==> src/rtl/simon_pkg.sv <==
// Constants and helpers shared by the SIMON key-schedule slice:
// z-sequences, per-family round/z-index lookup, rotates and FSM encodings.
package simon_pkg;

    localparam logic [1:0] IDLE = 2'd0;
    localparam logic [1:0] BUSY = 2'd1;
    localparam logic [1:0] DONE = 2'd2;

    // Bit 61 of each entry is z_j[0]; the sequence is read MSB-first.
    localparam logic [61:0] SIMON_Z [5] = '{
        62'b11111010001001010110000111001101111101000100101011000011100110,
        62'b10001110111110010011000010110101000111011111001001100001011010,
        62'b10101111011100000011010010011000101000010001111110010110110011,
        62'b11011011101011000110010111100000010010001010011100110100001111,
        62'b11010001111001101011011000100000010111000011001010010011101111
    };

    function automatic int unsigned simon_rounds(input int unsigned n, input int unsigned m);
        int unsigned r;
        r = 0;
        case (n)
            16: if (m == 4) r = 32;
            24: if (m == 3 || m == 4) r = 36;
            32: if (m == 3) r = 42; else if (m == 4) r = 44;
            48: if (m == 2) r = 52; else if (m == 3) r = 54;
            64: if (m == 2) r = 68; else if (m == 3) r = 69; else if (m == 4) r = 72;
            default: r = 0;
        endcase
        return r;
    endfunction

    function automatic int unsigned simon_zidx(input int unsigned n, input int unsigned m);
        int unsigned j;
        j = 0;
        case (n)
            24: if (m == 4) j = 1;
            32: if (m == 3) j = 2; else if (m == 4) j = 3;
            48: if (m == 2) j = 2; else if (m == 3) j = 3;
            64: if (m == 2) j = 2; else if (m == 3) j = 3; else if (m == 4) j = 4;
            default: j = 0;
        endcase
        return j;
    endfunction

    function automatic logic [61:0] simon_zseq(input int unsigned j);
        logic [61:0] z;
        case (j)
            0: z = SIMON_Z[0];
            1: z = SIMON_Z[1];
            2: z = SIMON_Z[2];
            3: z = SIMON_Z[3];
            default: z = SIMON_Z[4];
        endcase
        return z;
    endfunction

    // Rotates act on the low w bits of a 64-bit carrier; upper bits are cleared.
    function automatic logic [63:0] rotr(input logic [63:0] x, input int unsigned s, input int unsigned w);
        logic [63:0] msk;
        logic [63:0] xm;
        msk = (w >= 64) ? '1 : ((64'd1 << w) - 64'd1);
        xm  = x & msk;
        return ((xm >> s) | (xm << (w - s))) & msk;
    endfunction

    function automatic logic [63:0] rotl(input logic [63:0] x, input int unsigned s, input int unsigned w);
        return rotr(x, w - s, w);
    endfunction

endpackage

==> src/rtl/simon_rk_buffer.sv <==
// T x N round-key store: one write port, one registered read port that
// returns zero for addresses beyond the last round key.
module simon_rk_buffer
    import simon_pkg::*;
#(
    parameter int N = 16,
    parameter int T = 32,
    parameter int C = 6
) (
    input  logic         clk,
    input  logic         rst_n,
    input  logic         wr_en,
    input  logic [C-1:0] wr_addr,
    input  logic [N-1:0] wr_data,
    input  logic [C-1:0] rd_addr,
    output logic [N-1:0] rd_data
);

    localparam int AW = (T > 1) ? $clog2(T) : 1;
    localparam logic [C:0] DEPTH = (C+1)'(T);

    logic [N-1:0] mem [T];
    logic         wr_ok;
    logic         rd_ok;

    assign wr_ok = ({1'b0, wr_addr} < DEPTH);
    assign rd_ok = ({1'b0, rd_addr} < DEPTH);

    always_ff @(posedge clk) begin
        if (wr_en && wr_ok) begin
            mem[wr_addr[AW-1:0]] <= wr_data;
        end
    end

    always_ff @(posedge clk or negedge rst_n) begin
        if (!rst_n) begin
            rd_data <= '0;
        end else begin
            rd_data <= rd_ok ? mem[rd_addr[AW-1:0]] : '0;
        end
    end

endmodule

==> src/rtl/simon_keyschedule_buf.sv <==
// SIMON N/M key schedule: expands the master key into T round keys held in a
// buffer that the round core reads in encryption or decryption order.
module simon_keyschedule_buf
    import simon_pkg::*;
#(
    parameter int N = 16,
    parameter int M = 4,
    parameter int T = 32,
    parameter int J = 0,
    parameter int C = 6
) (
    input  logic                clk,
    input  logic                nR,
    input  logic                newKey,
    input  logic [M-1:0][N-1:0] key,
    input  logic [C-1:0]        rdRound,
    output logic [N-1:0]        rKey,
    output logic [C-1:0]        count,
    output logic                busyKey,
    output logic                doneKey
);

    if (simon_rounds(N, M) == 0 || T < 1 || T > (1 << C) || J < 0 || J > 4) begin : g_bad_cfg
        $error("simon_keyschedule_buf: unsupported N/M/T/C combination");
    end

    localparam logic [C-1:0] LAST = C'(T - 1);

    logic [1:0]          state;
    logic                new_key_q;
    logic                start;
    logic [M-1:0][N-1:0] kr;
    logic [5:0]          zp;
    logic [61:0]         zseq;
    logic                zbit;
    logic [N-1:0]        tmp;
    logic [N-1:0]        f;
    logic                wr_en;

    assign start = newKey & ~new_key_q;
    assign zseq  = simon_zseq(J);
    assign zbit  = zseq[6'd61 - zp];
    // The load edge itself never writes; the first write is k0 on the next edge.
    assign wr_en = (state == BUSY) & ~start;

    always_comb begin
        tmp = N'(rotr(64'(kr[M-1]), 3, N));
        if (M == 4) begin
            tmp = tmp ^ kr[1];
        end
        tmp = tmp ^ N'(rotr(64'(tmp), 1, N));
        f   = ~kr[0] ^ tmp ^ {{(N-2){1'b0}}, 1'b1, ~zbit};
    end

    always_ff @(posedge clk or negedge nR) begin
        if (!nR) begin
            state     <= IDLE;
            new_key_q <= 1'b0;
            kr        <= '0;
            zp        <= '0;
            count     <= '0;
            busyKey   <= 1'b0;
            doneKey   <= 1'b0;
        end else begin
            new_key_q <= newKey;
            if (start) begin
                state   <= BUSY;
                kr      <= key;
                zp      <= '0;
                count   <= '0;
                busyKey <= 1'b1;
                doneKey <= 1'b0;
            end else if (state == BUSY) begin
                kr    <= {f, kr[M-1:1]};
                zp    <= (zp == 6'd61) ? 6'd0 : zp + 6'd1;
                count <= count + C'(1);
                if (count == LAST) begin
                    state   <= DONE;
                    busyKey <= 1'b0;
                    doneKey <= 1'b1;
                end
            end
        end
    end

    simon_rk_buffer #(
        .N(N),
        .T(T),
        .C(C)
    ) u_rk_buffer (
        .clk    (clk),
        .rst_n  (nR),
        .wr_en  (wr_en),
        .wr_addr(count),
        .wr_data(kr[0]),
        .rd_addr(rdRound),
        .rd_data(rKey)
    );

endmodule

==> config.mk <==
export PLATFORM = sky130hd
export DESIGN_NAME = simon_keyschedule_buf
export DESIGN_NICKNAME = d
export VERILOG_FILES = /design/src/rtl/simon_pkg.sv /design/src/rtl/simon_rk_buffer.sv /design/src/rtl/simon_keyschedule_buf.sv
export SDC_FILE = /design/constraint.sdc
export NUM_CORES = 1
export LEC_CHECK = 0
export ABC_CLOCK_PERIOD_IN_PS = 2900
export BUFFER_PORTS_ARGS = -buffer_cell sky130_fd_sc_hd__buf_2
export CAP_MARGIN = 20
export CORE_ASPECT_RATIO = 1.1
export CORE_UTILIZATION = 35
export CTS_CLUSTER_DIAMETER = 150
export DETAILED_ROUTE_END_ITERATION = 16
export SYNTH_ARGS = -nofsm -noshare
export SYNTH_HDL_FRONTEND = slang
export SYNTH_SLANG_ARGS = --single-unit
==> constraint.sdc <==
create_clock -name clk -period 2.9 [get_ports clk]
set_input_delay 0.58 -clock clk [delete_from_list [all_inputs] [get_ports clk]]
set_output_delay 0.58 -clock clk [all_outputs]
set_load 0.05 [all_outputs]
==> metrics.cfg, run 1 <==
[worst_setup_path]
cp-end-kind=register
cp_data_required_time_ps=3360
crit_arrival_ps=2910
reg2reg_to=kr[48]
crit_chain=inv_1, ha_1, mux2_2, mux4_2, mux2i_1, xor2_1, o21ai_0
reg2reg_setup_slack_ps=450
crit_slowest_cell=dfrtp_1
rr_startpoint=zp[0]
cp_max_fo=10
cpPeakStageDelay_ps=570
worstSetupPathType=register to register
worstSetupStartpointType=register
rr_worst_depth=7

[cells_and_area]
final_cell_mix=edfxtp_1, mux4_2, nand2_1, nor2_1, dfrtp_1
utilization=0.417
multi_input_area_sq_um=6280
stdcell_count=2495
final_layout_size_suffix_gt1_frac=0.296
layout_commonest_cell=edfxtp_1
fillers=6164
area_growth_pct=17.9
register_area_sq_um=17800
fin_nets=1610
n_antenna_cell=0
post-route-cell-area_sq_um=28700

[floorplan]
start_util=0.353
dieHeight_microns=279
row_count=101
dieArea_sq_um=70700
chipWidth_microns=254
coreArea_sq_um=69000
io_pins=97

[yosys]
ys_ff_latch=607
muxShareOfSynthArea=0.152
synthAdderAreaFrac=0.00770
ys_warn_count=0
avgSynthCellArea_sq_um=18.1
synth_compound_area_frac=0.0270
synth_cell_types=36
synth_top_family_by_area=multiplexers
synth_fp_nets=1434
ys_seq_area_frac=0.728
synth_simple_gate_area_frac=0.0491
synth_cells=1346
netlist_area_sq_um=24400
synth_xor_area_frac=0.0208

[placed_design]
hpwl_microns=35600
port-buffer-count=96
preCtsSetupSlack_ps=174
gp_congestion=0.784
postPlaceCellArea_sq_um=26500
dp_cells=2375

[hold_path]
holdPathEnd=new_key_q
whs_path_depth=1
hp-class=primary input to register
hp-start=newKey

[timing]
max_slew.worst_pin.slew_ps=970
relSlewSlack=0.353
whs_ps=162
drv_slew=0
timing.fmax_ghz=0.407
timing.setup.tns_ps=0
hold_violations=0
finClkSkew_ps=34.1
setup_viol=0
rsz0062_at_grt=false
finalCriticalPeriod_ps=2450
fin_ws_ps=445
post-route-period-util=0.846

[clocking]
cts_htree_levels=3
path_clk_slew_ps=60
clk_path_buf_depth=3
clk_latency_ps=600
cts_setup_buffers=0
cts.sinks=607
clock-root-buffer=clkbuf_16
cts_buffers=66
cts_tree=built

[flow_run]
maxCapViolCount=0

[global_routing]
grt_max_degree=101
grt_usage=0.171
grt_pass1_vias=13400
grt_overflow_total=0
grt_pass1_wl_microns=87800
antenna_found_initial=2

[route]
drt_pass1_iterations=6
drt_iter0_drc=1321
wl_microns=59400
vias=13000
ant_nets=0
drt-wirelength-per-cell_microns=23.8
routed_via_density=5.20
post-route-drc-count=0

[outcome]
outcome=complete, no violations

[pwr]
irDropWorstVdd_v=0.000519
p_total_mw=24.0
p_leak_nw=9.82
powerDensity_nw_per_um2=836

where the power goes:
part	total [mW]	switching [mW]	internal, mW
combinational	4.42	2.57	1.85
sequential	11.3	0.532	10.8
clock	8.26	3.36	4.90
total	24.0	6.47	17.6
worst max-delay path, delay by kind of cell (launching register included):
family | cells | cell delay [ps]
xor+xnor | 1 | 210
buf+inv | 1 | 170
fa+ha+maj | 1 | 370
compound gates | 1 | 100
mux | 3 | 910
flops | 1 | 570
worst max-delay path by stage:
stage,slack (ps),depth (start not counted),start,endpoint
4_1_cts,410,7,zp[0],kr[48]
2_1_floorplan,300,5,state[0],u_rk_buffer.mem[31][0]
6_report,450,7,zp[0],kr[48]
5_1_grt,340,7,zp[0],kr[48]
3_3_place_gp,220,6,rdRound[0],u_rk_buffer.rd_data[3]
3_5_place_dp,170,6,rdRound[0],u_rk_buffer.rd_data[3]
layer usage:
layer,track usage,vias to the layer above,part of all wire
met3,0.0381,104,0.071
met4,0.0555,0,0.026
met5,0,-,0
met1,0.235,6786,0.42
li1,-,5602,-
met2,0.270,477,0.48
cells in the mapped netlist:
cell,instances,area [sq um]
a31oi_1,50,313
o22ai_1,15,93.8
mux2_2,33,372
o211ai_1,1,7.51
a211oi_1,1,7.51
xnor2_1,51,447
o21ai_0,22,110
a21oi_1,17,85.1
or3b_2,2,17.5
buf_4,6,45.0
nor2b_1,19,119
buf_2,12,60.1
a21o_1,1,7.51
nand3_1,5,25.0
inv_1,7,26.3
edfxtp_1,512,15400
mux4_2,146,3290
o31ai_1,1,7.51
a22oi_1,1,7.51
xor2_1,7,61.3
nor3_1,15,75.1
or3_1,2,12.5
nand2_1,127,477
nand4_1,2,12.5
clkbuf_1,45,169
o211a_1,1,10.0
dfrtp_1,95,2380
buf_1,10,37.5
ha_1,15,188
o41ai_1,1,8.76
nor2_1,108,405
buf_6,3,33.8
nand3b_1,3,22.5
nand2b_1,4,25.0
mux2i_1,5,50.1
or2_2,1,6.26
area by class of cell:
cell class | count | share of cell area
Tap cell | 927 | 0.0404
Multi-Input combinational cell | 656 | 0.219
Timing Repair Buffer | 184 | 0.0490
Inverter | 7 | 0.000914
Sequential cell | 607 | 0.618
Clock inverter | 33 | 0.0116
Clock buffer | 81 | 0.0619
what timing repair did:
item,CTS,global route
hold buffers,1,0
resized for setup,0,0
endpoints found under the hold margin,1,0
sequential cells by signal (all words and copies together) (netlist names):
signal / count
u_rk_buffer.mem: 512
kr: 64
u_rk_buffer.rd_data: 16
count: 6
zp: 6
doneKey: 1
new_key_q: 1
state: 1
cells by family after synthesis:
logic type / after synthesis
flip-flops: 607
AND/OR/NAND/NOR: 288
AO/OA/AOI/OAI: 111
adder cells (fa/ha/maj): 15
XOR/XNOR: 58
multiplexers: 184
buffers and inverters: 83
Power figures use the tool's default switching activity.
==> inputs of run 2 (changes only) <==
Settings changed: ABC_CLOCK_PERIOD_IN_PS 2900 to 1980.
Clock period 2.9 ns to 1.98 ns, I/O delays scaled along.
==> metrics.cfg, run 2 (synthesis results as in run 1) <==
[route]
drt-wirelength-per-cell_microns=23.9
post-route-drc-count=0
wl_met2_microns=29900
routed_via_density=5.16
wl_met3_microns=4160
vias=13100
wl_microns=60700
highest_layer=met5
drt_pass1_iterations=5
drt_iter0_drc=1100
ant_nets=0
drt-met1-wl_microns=25000

[cells_and_area]
fin_nets=1654
n_antenna_cell=0
post-route-cell-area_sq_um=29700
fillers=6097
final_cell_mix=edfxtp_1, mux4_2, nand2_1, buf_2, dfrtp_1
utilization=0.431
stdcell_count=2541
largest_reg_flops=512
layout_commonest_cell=edfxtp_1
area_growth_pct=21.8
final_layout_size_suffix_gt1_frac=0.333

[timing]
whs_ps=39.7
max_slew.worst_pin.slew_ps=622
finClkSkew_ps=14.3
fin_ws_ps=-129
setup_viol=1
timing.setup.tns_ps=-129
drv_slew=0
relSlewSlack=0.585
rsz0062_at_grt=true
post-route-period-util=1.06
finalCriticalPeriod_ps=2110
hold_violations=0
timing.fmax_ghz=0.474

[pwr]
p_seq_frac=0.476
p_int_mw=25.3
powerDensity_nw_per_um2=1180
p_total_mw=35.0
p_leak_nw=10.1
irDropWorstVdd_v=0.000692
p_comb_frac=0.205
clkPwrFrac=0.319
p_switching_mw=9.64
sw_frac_of_total=0.276

[clocking]
clk_latency_ps=620
cts.sinks=607
clock-root-buffer=clkbuf_16
path_clk_slew_ps=70
cts_htree_levels=2
clk_path_buf_depth=3
cts_buffers=59
cts_tree=built

[floorplan]
chipWidth_microns=254
row_count=101
start_util=0.353
coreArea_sq_um=69000
dieHeight_microns=279
io_pins=97
dieArea_sq_um=70700

[flow_run]
maxCapViolCount=0

[global_routing]
grt_pass1_vias=13700
antenna_found_initial=4
grt_overflow_total=0
grt_max_degree=101
grt_pass1_wl_microns=89600
grt_usage=0.175

[hold_path]
hp-start=key[48]
hp-class=primary input to register
holdPathEnd=kr[48]
whs_path_depth=3

[worst_setup_path]
worstSetupStartpointType=register
reg2reg_setup_slack_ps=-130
rr_startpoint=zp[1]
crit_arrival_ps=2610
reg2reg_to=kr[48]
cp-end-kind=register
cp_max_fo=7
cp_data_required_time_ps=2480
worstSetupPathType=register to register
rr_worst_depth=7

[placed_design]
port-buffer-count=96
postPlaceCellArea_sq_um=27700
dp_cells=2418
preCtsSetupSlack_ps=-535
hpwl_microns=37900
gp_congestion=0.792

[outcome]
outcome=finished, violations left
violations=setup timing

## run 2: cell types whose count changed in the layout (fill, tap and decap cells not counted), moves of 7 or more
| cell | previous run | this run |
|---|---|---|
| dfrtp_2 | 0 | 7 |
| clkbuf_16 | 68 | 61 |
| nor2_4 | 0 | 33 |
| dfrtp_1 | 95 | 88 |
| dlygate4sd3_1 | 1 | 12 |
| buf_12 | 12 | 52 |
| nor2_1 | 107 | 75 |
## run 2: layout make-up
| cell class | instances | area (sq um) | area share |
|---|---|---|---|
| Sequential cell | 607 | 17800 | 0.598 |
| Multi-Input combinational cell | 656 | 6630 | 0.223 |
| Timing Repair Buffer | 235 | 2220 | 0.0747 |
| Clock buffer | 80 | 1640 | 0.0551 |
| Tap cell | 927 | 1160 | 0.0390 |
| Clock inverter | 29 | 282 | 0.00947 |
| Inverter | 7 | 28.8 | 0.000969 |
## run 2: timing repair
item | 4_1_cts | 5_1_grt
hold endpoints to repair | 106 | 0
gates resized for setup | 1 | 1
pin swaps | 2 | 1
setup buffers | 1 | 1
gates cloned | 0 | 0
hold buffers | 12 | 0
setup endpoints to repair | 1 | 2
## run 2: power by group through the flow
stage / Combinational [mW] / Clock (mW) / Sequential [mW]
after floorplan: 4.32 / 0 / 17.2
after global placement: 7.06 / 0 / 16.8
after detailed placement: 7.21 / 0 / 16.9
after CTS: 7.27 / 11.4 / 16.6
after global routing: 7.85 / 11.9 / 16.8
final: 7.17 / 11.2 / 16.6
## run 2: worst max-delay path by stage
| stage | endpoint | start | slack, ps | depth (start not counted) |
|---|---|---|---|---|
| 2_1_floorplan | kr[48] | zp[1] | -180 | 8 |
| 3_3_place_gp | u_rk_buffer.rd_data[10] | rdRound[0] | -530 | 6 |
| 3_5_place_dp | u_rk_buffer.rd_data[10] | rdRound[0] | -530 | 6 |
| 4_1_cts | kr[48] | zp[1] | -150 | 7 |
| 5_1_grt | kr[48] | zp[1] | -230 | 7 |
| 6_report | kr[48] | zp[1] | -130 | 7 |
## run 2: layer usage
metal  vias up  global-route usage
met5         -                   0
met4         2              0.0581
met3       101              0.0318
met2       448               0.287
met1      6862               0.233
li1       5708                   -
## run 2: critical path: stages (launching register included)
cell	delay, ps
dfrtp_2	410
inv_4	60
ha_4	320
mux2_4	310
mux4_2	470
mux2i_1	180
xor2_1	170
o21ai_1	70
